$ cat src/rtl/cc_gate_seq.sv
// Registered gating-command sequencer: IDLE -> EVAL -> DRIVE, holding the decoded gate vector for HOLD_CYC cycles.
// Optional grant counter is built only when CC_GATE_CNT_EN is defined; otherwise grant_cnt is tied to zero.
module cc_gate_seq #(
  parameter int NCH      = 8,
  parameter int HOLD_CYC = 4
) (
  input  logic           clk,
  input  logic           rst,
  input  logic           cmd_valid,
  output logic           cmd_ready,
  input  logic           cmd_i,
  input  logic           cmd_k,
  input  logic           cmd_q,
  input  logic           cmd_p,
  input  logic           cmd_m,
  input  logic [NCH-1:0] req,
  input  logic [NCH-1:0] inhibit,
  input  logic           abort,
  output logic [NCH-1:0] gate,
  output logic           gate_valid,
  output logic           busy,
  output logic [15:0]    grant_cnt
);

  localparam int CW = $clog2(HOLD_CYC + 1);
  localparam logic [CW-1:0] HOLD_LOAD = CW'(HOLD_CYC - 1);
  localparam logic [CW-1:0] CNT_ONE   = CW'(1);

  localparam logic [1:0] S_IDLE  = 2'd0;
  localparam logic [1:0] S_EVAL  = 2'd1;
  localparam logic [1:0] S_DRIVE = 2'd2;

  logic [1:0]     state;
  logic [CW-1:0]  hold_cnt;
  logic           lat_i, lat_k, lat_q, lat_p, lat_m;
  logic [NCH-1:0] lat_req, lat_inh;
  logic           arm, fire;
  logic [NCH-1:0] nxt;

  // Handshake: a command transfers on a rising edge where cmd_valid and cmd_ready are both high.
  assign cmd_ready = (state == S_IDLE) && !rst;
  assign busy      = (state != S_IDLE);

  always_comb begin
    arm  = lat_i & lat_k & ~lat_q;
    fire = lat_i & lat_k & lat_q & ~lat_p;
    nxt  = '0;
    if (lat_m) begin
      if (arm)       nxt = lat_req & ~lat_inh;
      else if (fire) nxt = ~lat_inh;
    end
  end

  always_ff @(posedge clk or posedge rst) begin
    if (rst) begin
      state      <= S_IDLE;
      hold_cnt   <= '0;
      gate       <= '0;
      gate_valid <= 1'b0;
      lat_i      <= 1'b0;
      lat_k      <= 1'b0;
      lat_q      <= 1'b0;
      lat_p      <= 1'b0;
      lat_m      <= 1'b0;
      lat_req    <= '0;
      lat_inh    <= '0;
    end else begin
      case (state)
        S_IDLE: begin
          if (cmd_valid) begin
            lat_i   <= cmd_i;
            lat_k   <= cmd_k;
            lat_q   <= cmd_q;
            lat_p   <= cmd_p;
            lat_m   <= cmd_m;
            lat_req <= req;
            lat_inh <= inhibit;
            state   <= S_EVAL;
          end
        end
        S_EVAL: begin
          if (nxt != '0) begin
            gate       <= nxt;
            gate_valid <= 1'b1;
            hold_cnt   <= HOLD_LOAD;
            state      <= S_DRIVE;
          end else begin
            state <= S_IDLE;
          end
        end
        S_DRIVE: begin
          // abort wins over a counter that still has cycles left
          if (abort || hold_cnt == '0) begin
            gate       <= '0;
            gate_valid <= 1'b0;
            hold_cnt   <= '0;
            state      <= S_IDLE;
          end else begin
            hold_cnt <= hold_cnt - CNT_ONE;
          end
        end
        default: begin
          gate       <= '0;
          gate_valid <= 1'b0;
          hold_cnt   <= '0;
          state      <= S_IDLE;
        end
      endcase
    end
  end

`ifdef CC_GATE_CNT_EN
  logic [15:0] grant_q;

  always_ff @(posedge clk or posedge rst) begin
    if (rst) begin
      grant_q <= 16'h0000;
    end else if (state == S_EVAL && nxt != '0) begin
      grant_q <= grant_q + 16'h0001;
    end
  end

  assign grant_cnt = grant_q;
`else
  assign grant_cnt = 16'h0000;
`endif

endmodule

$ cat config.mk
export PLATFORM = sky130hd
export DESIGN_NAME = cc_gate_seq
export DESIGN_NICKNAME = d
export VERILOG_FILES = /design/src/rtl/cc_gate_seq.sv
export SDC_FILE = /design/constraint.sdc
export NUM_CORES = 1
export LEC_CHECK = 0
export CORE_AREA = 4 4 50 85
export CTS_CLUSTER_SIZE = 14
export DETAILED_ROUTE_END_ITERATION = 16
export DIE_AREA = 0 0 54 89
export MAX_ROUTING_LAYER = met4
export PLACE_DENSITY = 0.86
export SKIP_LAST_GASP = 1
export SLEW_MARGIN = 20
export SYNTH_ARGS = -nofsm -noshare
export SYNTH_HDL_FRONTEND = slang
export SYNTH_SLANG_ARGS = --single-unit
export TNS_END_PERCENT = 50
$ cat constraint.sdc
create_clock -name clk -period 4.9 [get_ports clk]
set_input_delay 0.98 -clock clk [delete_from_list [all_inputs] [get_ports clk]]
set_output_delay 0.98 -clock clk [all_outputs]
set_load 0.02 [all_outputs]
==> results of run 1 <==
-- cells by family (layout without fill, tap and decap cells) --
kind of cell	after synthesis	count (layout)
other	1	16
AOI/OAI and AO/OA	29	29
and+or+nand+nor	31	31
buffers and inverters	30	51
muxes	21	21
adders and majority gates	6	6
DFF	35	35
-- area by class of cell --
type / instances / area, um^2 / area share
timing repair buffer: 36 / 358 / 0.168
clock inverter: 1 / 5.00 / 0.00235
sequential: 35 / 876 / 0.412
tap: 46 / 57.6 / 0.0271
clock buffer: 6 / 82.6 / 0.0388
inverter: 8 / 30.0 / 0.0141
multi-input combinational: 103 / 718 / 0.338
-- Yosys cell counts, drive strengths merged (3+ instances only) --
cell type | instances | share of area
inv | 8 | 0.017
a22o | 8 | 0.041
dfrtp | 35 | 0.51
nand2 | 8 | 0.017
o21ai | 3 | 0.0087
mux2 | 21 | 0.14
nor2 | 11 | 0.024
buf | 20 | 0.088
a21oi | 11 | 0.036
ha | 6 | 0.043
-- power groups by stage --
stage | registers [mW] | clock network [mW] | logic (mW)
floorplan | 0.519 | 0 | 0.391
global placement | 0.506 | 0 | 0.536
detailed placement | 0.513 | 0 | 0.548
CTS | 0.508 | 0.210 | 0.551
global route | 0.524 | 0.223 | 0.606
finish | 0.507 | 0.205 | 0.548
-- sequential cells by signal (all words and copies together), names as in the netlist --
| signal | cells |
|---|---|
| lat_m | 1 |
| state | 2 |
| lat_k | 1 |
| gate_valid | 1 |
| hold_cnt | 3 |
| gate | 8 |
| lat_p | 1 |
| lat_q | 1 |
| lat_i | 1 |
| lat_req | 8 |
| lat_inh | 8 |
-- critical path: cells and delay by family --
kind | cells | cell delay, ns
buffers and inverters | 2 | 1.01
AND/OR/NAND/NOR | 1 | 0.09
-- path summary, 6_finish.rpt --
check                         endpoint  slack, ns   startpoint  cells past startpoint
max                          cmd_ready       1.83          rst                      3
min                        hold_cnt[2]       0.47  hold_cnt[2]                      2
max reg2reg                    gate[7]       2.87        lat_k                      6
min reg2reg                hold_cnt[2]       0.47  hold_cnt[2]                      2
max in group asynchronous   lat_req[2]       3.48          rst                      3
min in group asynchronous  hold_cnt[2]       1.11          rst                      3
-- metrics by stage --
step / power [mW] / std cells
finish: 1.26 / 235
global route: 1.35 / 235
CTS: 1.27 / 235
detailed placement: 1.06 / 228
global placement: 1.04 / 228
floorplan: 0.910 / 168
-- metal layers --
layer  global-route usage  up-vias  wire [um]
met5                    -        -          0
met4               0.0839        0         91
met3               0.0301        8        155
met2                0.267       31       1790
met1                0.154      546       1160
li1                     -      573          -
==> summary.md, run 1 <==
| Metric | Value |
|---|---|
| Final wirelength | `3190 um` |
| Antenna viol nets, final | `0` |
| Leading register cell type out of synthesis | `dfrtp_1` |
| Crit-path cells | `clkdlybuf4s50_1, nor2_1, clkdlybuf4s50_1` |
| Worst-Margin Slew | `around 0.84 ns` |
| Share of cells above drive strength 1 | `0.175` |
| Leakage | `0.941 nW` |
| Mean Syn Cell Area | `11.3 um^2` |
| Clk slew on worst S/H paths | `0.07 ns` |
| Most common cell on crit path | `clkdlybuf4s50_1` |
| Die W | `54 um` |
| Area after DPL | `2040 um^2` |
| Post-CTS sizing | `0` |
| Drt initial violations | `33` |
| Clk sink count | `35` |
| Die Area | `between 4000 and 5000 um^2` |
| Final nets | `220` |
| Post-route DRC | `0` |
| Global-route wire length before repair | `approximately 5100 um` |
| Setup TNS | `0 ns` |
| Distinct cells, synth | `32` |
| Total track usage | `0.153` |
| H-tree levels | `2` |
| Antenna Cells | `0` |
| Post-synthesis register bit count | `35` |
| Vias in the first global route | `1153` |
| CP max FO | `2` |
| Post-synthesis async set-or-reset flop share | `1.00` |
| Pwr Density | `592 nW/um^2` |
| Largest family of logic cells by synthesized area | `multiplexers` |
| Synth Area in Compound Gates | `0.117` |
| Simple-gate share of the synthesized area | `0.0841` |
| Top Ports | `52` |
| Standard-cell rows | `29` |
| Worst Skew | `around 0.0065 ns` |
| Final setup fails | `0` |
| Vias/cell | `4.93` |
| Max_cap viols | `0` |
| Num CTS Buffers | `5` |
| Port bufs | `35` |
| Initial antenna violation count | `0` |
| Synth Area in XOR/XNOR | `0` |
| Logic pwr share | `0.435` |
| Core box area | `3590 um^2` |
| Final hold slack | `about 0.47 ns` |
| Fmax | `roughly 0.33 GHz` |
| RSZ-0062 raised after global routing | `no` |
| Hpwl dp | `2500 um` |
| Status | `finished clean` |
| Post-CTS Hold Buffers | `0` |
| Mux cell area share after synthesis | `0.137` |
| Slew HR | `0.438` |
| # fillers | `between 200 and 300` |
| Clk network pwr share | `0.163` |
| Netlist Area Pre-Place | `between 1500 and 2000 um^2` |
| Data arrival, critical path | `2.09 ns` |
| Sequential area share after synthesis | `0.507` |
| Max IR drop VDD | `roughly 0.34 mV` |
| Synthesis-to-finish area growth | `23.2%` |
| CP required | `3.92 ns` |
| Hold Violations, Final | `0` |
| Crit path kind | `in -> out` |
| Drt first pass iters | `4` |
| Post-synth EDFFs | `0` |
| Util after Layout | `0.592` |
| Cell-internal power | `0.799 mW` |
| Wirelength per Cell | `roughly 14 um` |
| Pin count of the biggest net entering global routing | `36` |
| Die Y | `slightly below 90 um` |
| Seq pwr share | `0.402` |
| Hold Crit Class | `reg -> reg` |
| Overflow after GRT | `0` |
| Cell count after synthesis | `153` |
| Post-placement setup slack | `between 1.5 and 2 ns` |
| Worst-Skew Late Latency | `0.28 ns` |
| Final Wtd Congestion | `0.858` |
| NetSw | `0.461 mW` |
| Vias | `1158` |
| Crit share post-route | `0.626` |
| Critical Path Start Type | `input port` |
| CTS tree | `yes` |
| Slew Limit Fails | `0` |
| Sw Ratio | `0.366` |
| Initial Util | `0.481` |
| CTS Root Cell | `clkbuf_8` |
| Slowest-stage cell, CP | `clkdlybuf4s50_1` |
| Worst setup EP type | `output port` |
| Adder-cell share of the synthesized area | `0.0435` |
| Bufs on Longest Clock Path | `2` |
| Most frequent cells in the layout | `dfrtp_1, clkdlybuf4s50_1, mux2_2` |
| YS warnings | `0` |
| Min cycle time layout | `around 3.1 ns` |
| Post-CTS Repair Setup Buffers | `0` |
| Fin worst setup slack | `1.83 ns` |
| Largest stage delay, worst path | `0.60 ns` |
| Post-Layout Inst Area | `2130 um^2` |
No activity file was read; power rests on OpenSTA's default activity.
==> run 2, diff against run 1 <==
--- a/config.mk
+++ b/config.mk
@@ -5,12 +5,12 @@
 export SDC_FILE = /design/constraint.sdc
 export NUM_CORES = 1
 export LEC_CHECK = 0
-export CORE_AREA = 4 4 50 85
+export CORE_AREA = 4 4 52 89
 export CTS_CLUSTER_SIZE = 14
 export DETAILED_ROUTE_END_ITERATION = 16
-export DIE_AREA = 0 0 54 89
+export DIE_AREA = 0 0 56 93
 export MAX_ROUTING_LAYER = met4
-export PLACE_DENSITY = 0.86
+export PLACE_DENSITY = 0.79
 export SKIP_LAST_GASP = 1
 export SLEW_MARGIN = 20
 export SYNTH_ARGS = -nofsm -noshare
==> constraint.sdc (replaced) <==
create_clock -name clk -period 3.1 [get_ports clk]
set_input_delay 0.62 -clock clk [delete_from_list [all_inputs] [get_ports clk]]
set_output_delay 0.62 -clock clk [all_outputs]
set_load 0.02 [all_outputs]
==> run 2 against run 1 <==
Die area is 8.4% higher. Core utilization is 4.5 points lower. Flip-flop and latch count stayed put. Register-to-register slack worse by 1.9 ns.
==> summary.md, run 2 (synthesis results as in run 1) <==
| Metric | Value |
|---|---|
| Most frequent cells in the layout | `dfrtp_1, clkdlybuf4s50_1, mux2_2` |
| # fillers | `around 340` |
| Bufs on Longest Clock Path | `2` |
| Post-CTS Repair Setup Buffers | `0` |
| Critical Path Start Type | `flip-flop` |
| Antenna viol nets, final | `0` |
| Synthesis-to-finish area growth | `23.6%` |
| Clk network pwr share | `0.159` |
| Core box area | `3900 um^2` |
| Die W | `56 um` |
| Initial Util | `0.442` |
| Worst setup EP type | `output port` |
| Largest registers | `gate (8), lat_inh (8), lat_req (8)` |
| Crit path kind | `reg -> out` |
| Worst Skew | `0.00605 ns` |
| Fmax | `roughly 0.4 GHz` |
| Post-route DRC | `0` |
| Cell-internal power | `roughly 1.2 mW` |
| Clk sink count | `35` |
| Max_cap viols | `0` |
| Crit Reg-Reg Startpoint | `lat_i` |
| Hold Violations, Final | `0` |
| Largest stage delay, worst path | `around 0.61 ns` |
| Cell family with most CP delay | `buffers and inverters` |
| Standard-cell rows | `30` |
| Leakage | `0.940 nW` |
| Most common cell on crit path | `inv_1` |
| Die Y | `93 um` |
| Post-CTS sizing | `0` |
| Status | `finished clean` |
| CTS tree | `yes` |
| Port bufs | `35` |
| CTS Root Cell | `clkbuf_8` |
| Worst-Skew Late Latency | `0.29 ns` |
| Vias/cell | `4.96` |
| Final hold slack | `0.475 ns` |
| CP required | `2.48 ns` |
| Antenna Cells | `0` |
| Post-CTS Hold Buffers | `0` |
| Crit share post-route | `0.803` |
| Share of cells above drive strength 1 | `0.178` |
| Overflow after GRT | `0` |
| Slew Limit Fails | `0` |
| Total chip power | `approximately 2.0 mW` |
| Initial antenna violation count | `0` |
| Total track usage | `0.132` |
| Buf/Inv on CP | `3` |
| Sw Ratio | `0.370` |
| Hold path start | `hold_cnt[2]` |
| Final wirelength | `between 3000 and 4000 um` |
| Die Area | `between 5000 and 6000 um^2` |
| Vias in the first global route | `1119` |
| Num CTS Buffers | `5` |
| Drt first pass iters | `4` |
| Data arrival, critical path | `about 1.9 ns` |
| Area of the multi-input gates | `approximately 720 um^2` |
| RSZ-0062 raised after global routing | `no` |
| Crit-path cells | `inv_1, ha_1, inv_1, nor2_1, clkdlybuf4s50_1` |
| Drt initial violations | `16` |
| Min cycle time layout | `2.49 ns` |
| Final Wtd Congestion | `just over 0.9` |
| Final nets | `221` |
| Worst Setup SP | `state[0]` |
| Logic pwr share | `0.439` |
| Global-route wire length before repair | `roughly 5100 um` |
| Hpwl dp | `2540 um` |
| Hold Crit Class | `reg -> reg` |
| Max IR drop VDD | `0.467 mV` |
| Reg2reg setup slack | `1.00 ns` |
| Reg area | `876 um^2` |
| Wirelength per Cell | `13.2 um` |
| Pin count of the biggest net entering global routing | `36` |
| CP max FO | `6` |
| Seq pwr share | `0.402` |
| NetSw | `0.733 mW` |
| Top Ports | `52` |
| Setup TNS | `0 ns` |
| Slowest-stage cell, CP | `clkdlybuf4s50_1` |
| Clk slew on worst S/H paths | `0.07 ns` |
| H-tree levels | `2` |
| Vias | `roughly 1200` |
| Pwr Density | `929 nW/um^2` |
| Final setup fails | `0` |
==> run 2: power by group through the flow <==
stage                     Clock (mW)  Sequential [mW]  Combinational (mW)
after CTS                      0.325            0.801               0.878
after global placement             0            0.802               0.852
final                          0.315            0.797               0.870
after floorplan                    0            0.821               0.617
after detailed placement           0            0.809               0.876
after global routing           0.345            0.827               0.953
==> run 2: area by class of cell <==
cell class | count | share of cell area
sequential | 35 | 0.410
multi-input combinational | 103 | 0.336
timing repair buffer | 37 | 0.171
clock buffer | 6 | 0.0340
tap | 48 | 0.0281
inverter | 8 | 0.0141
clock inverter | 2 | 0.00586
==> run 2: metal layers <==
layer  up-vias  GRT usage  share of wire
li1        574          -              -
met1       569      0.125           0.34
met2        36      0.237           0.58
met3         7     0.0401          0.055
met4         0     0.0634          0.020
met5         -          -              0
==> run 2: worst register-to-register path: cells and delay by family (launching register included) <==
family / cells / cell delay (ns)
simple gates: 3 / 1.06
flops: 1 / 0.38
compound gates: 3 / 0.62
==> run 2: final timing paths <==
path / to / cells past startpoint
max: cmd_ready / 5
min in group asynchronous: hold_cnt[2] / 3
min: hold_cnt[2] / 2
max in group asynchronous: gate_valid / 3
max reg2reg: gate[3] / 6
min reg2reg: hold_cnt[2] / 2
==> run 2: through the flow <==
stage / instances / util / worst slack, ns / area [um^2]
after global placement: 231 / 0.525 / 0.753 / 2050
after global routing: 239 / 0.547 / 0.498 / 2130
after floorplan: 168 / - / 1.34 / 1780
after detailed placement: 231 / 0.525 / 0.711 / 2050
final: 239 / 0.547 / 0.611 / 2130
after CTS: 239 / 0.547 / 0.601 / 2130
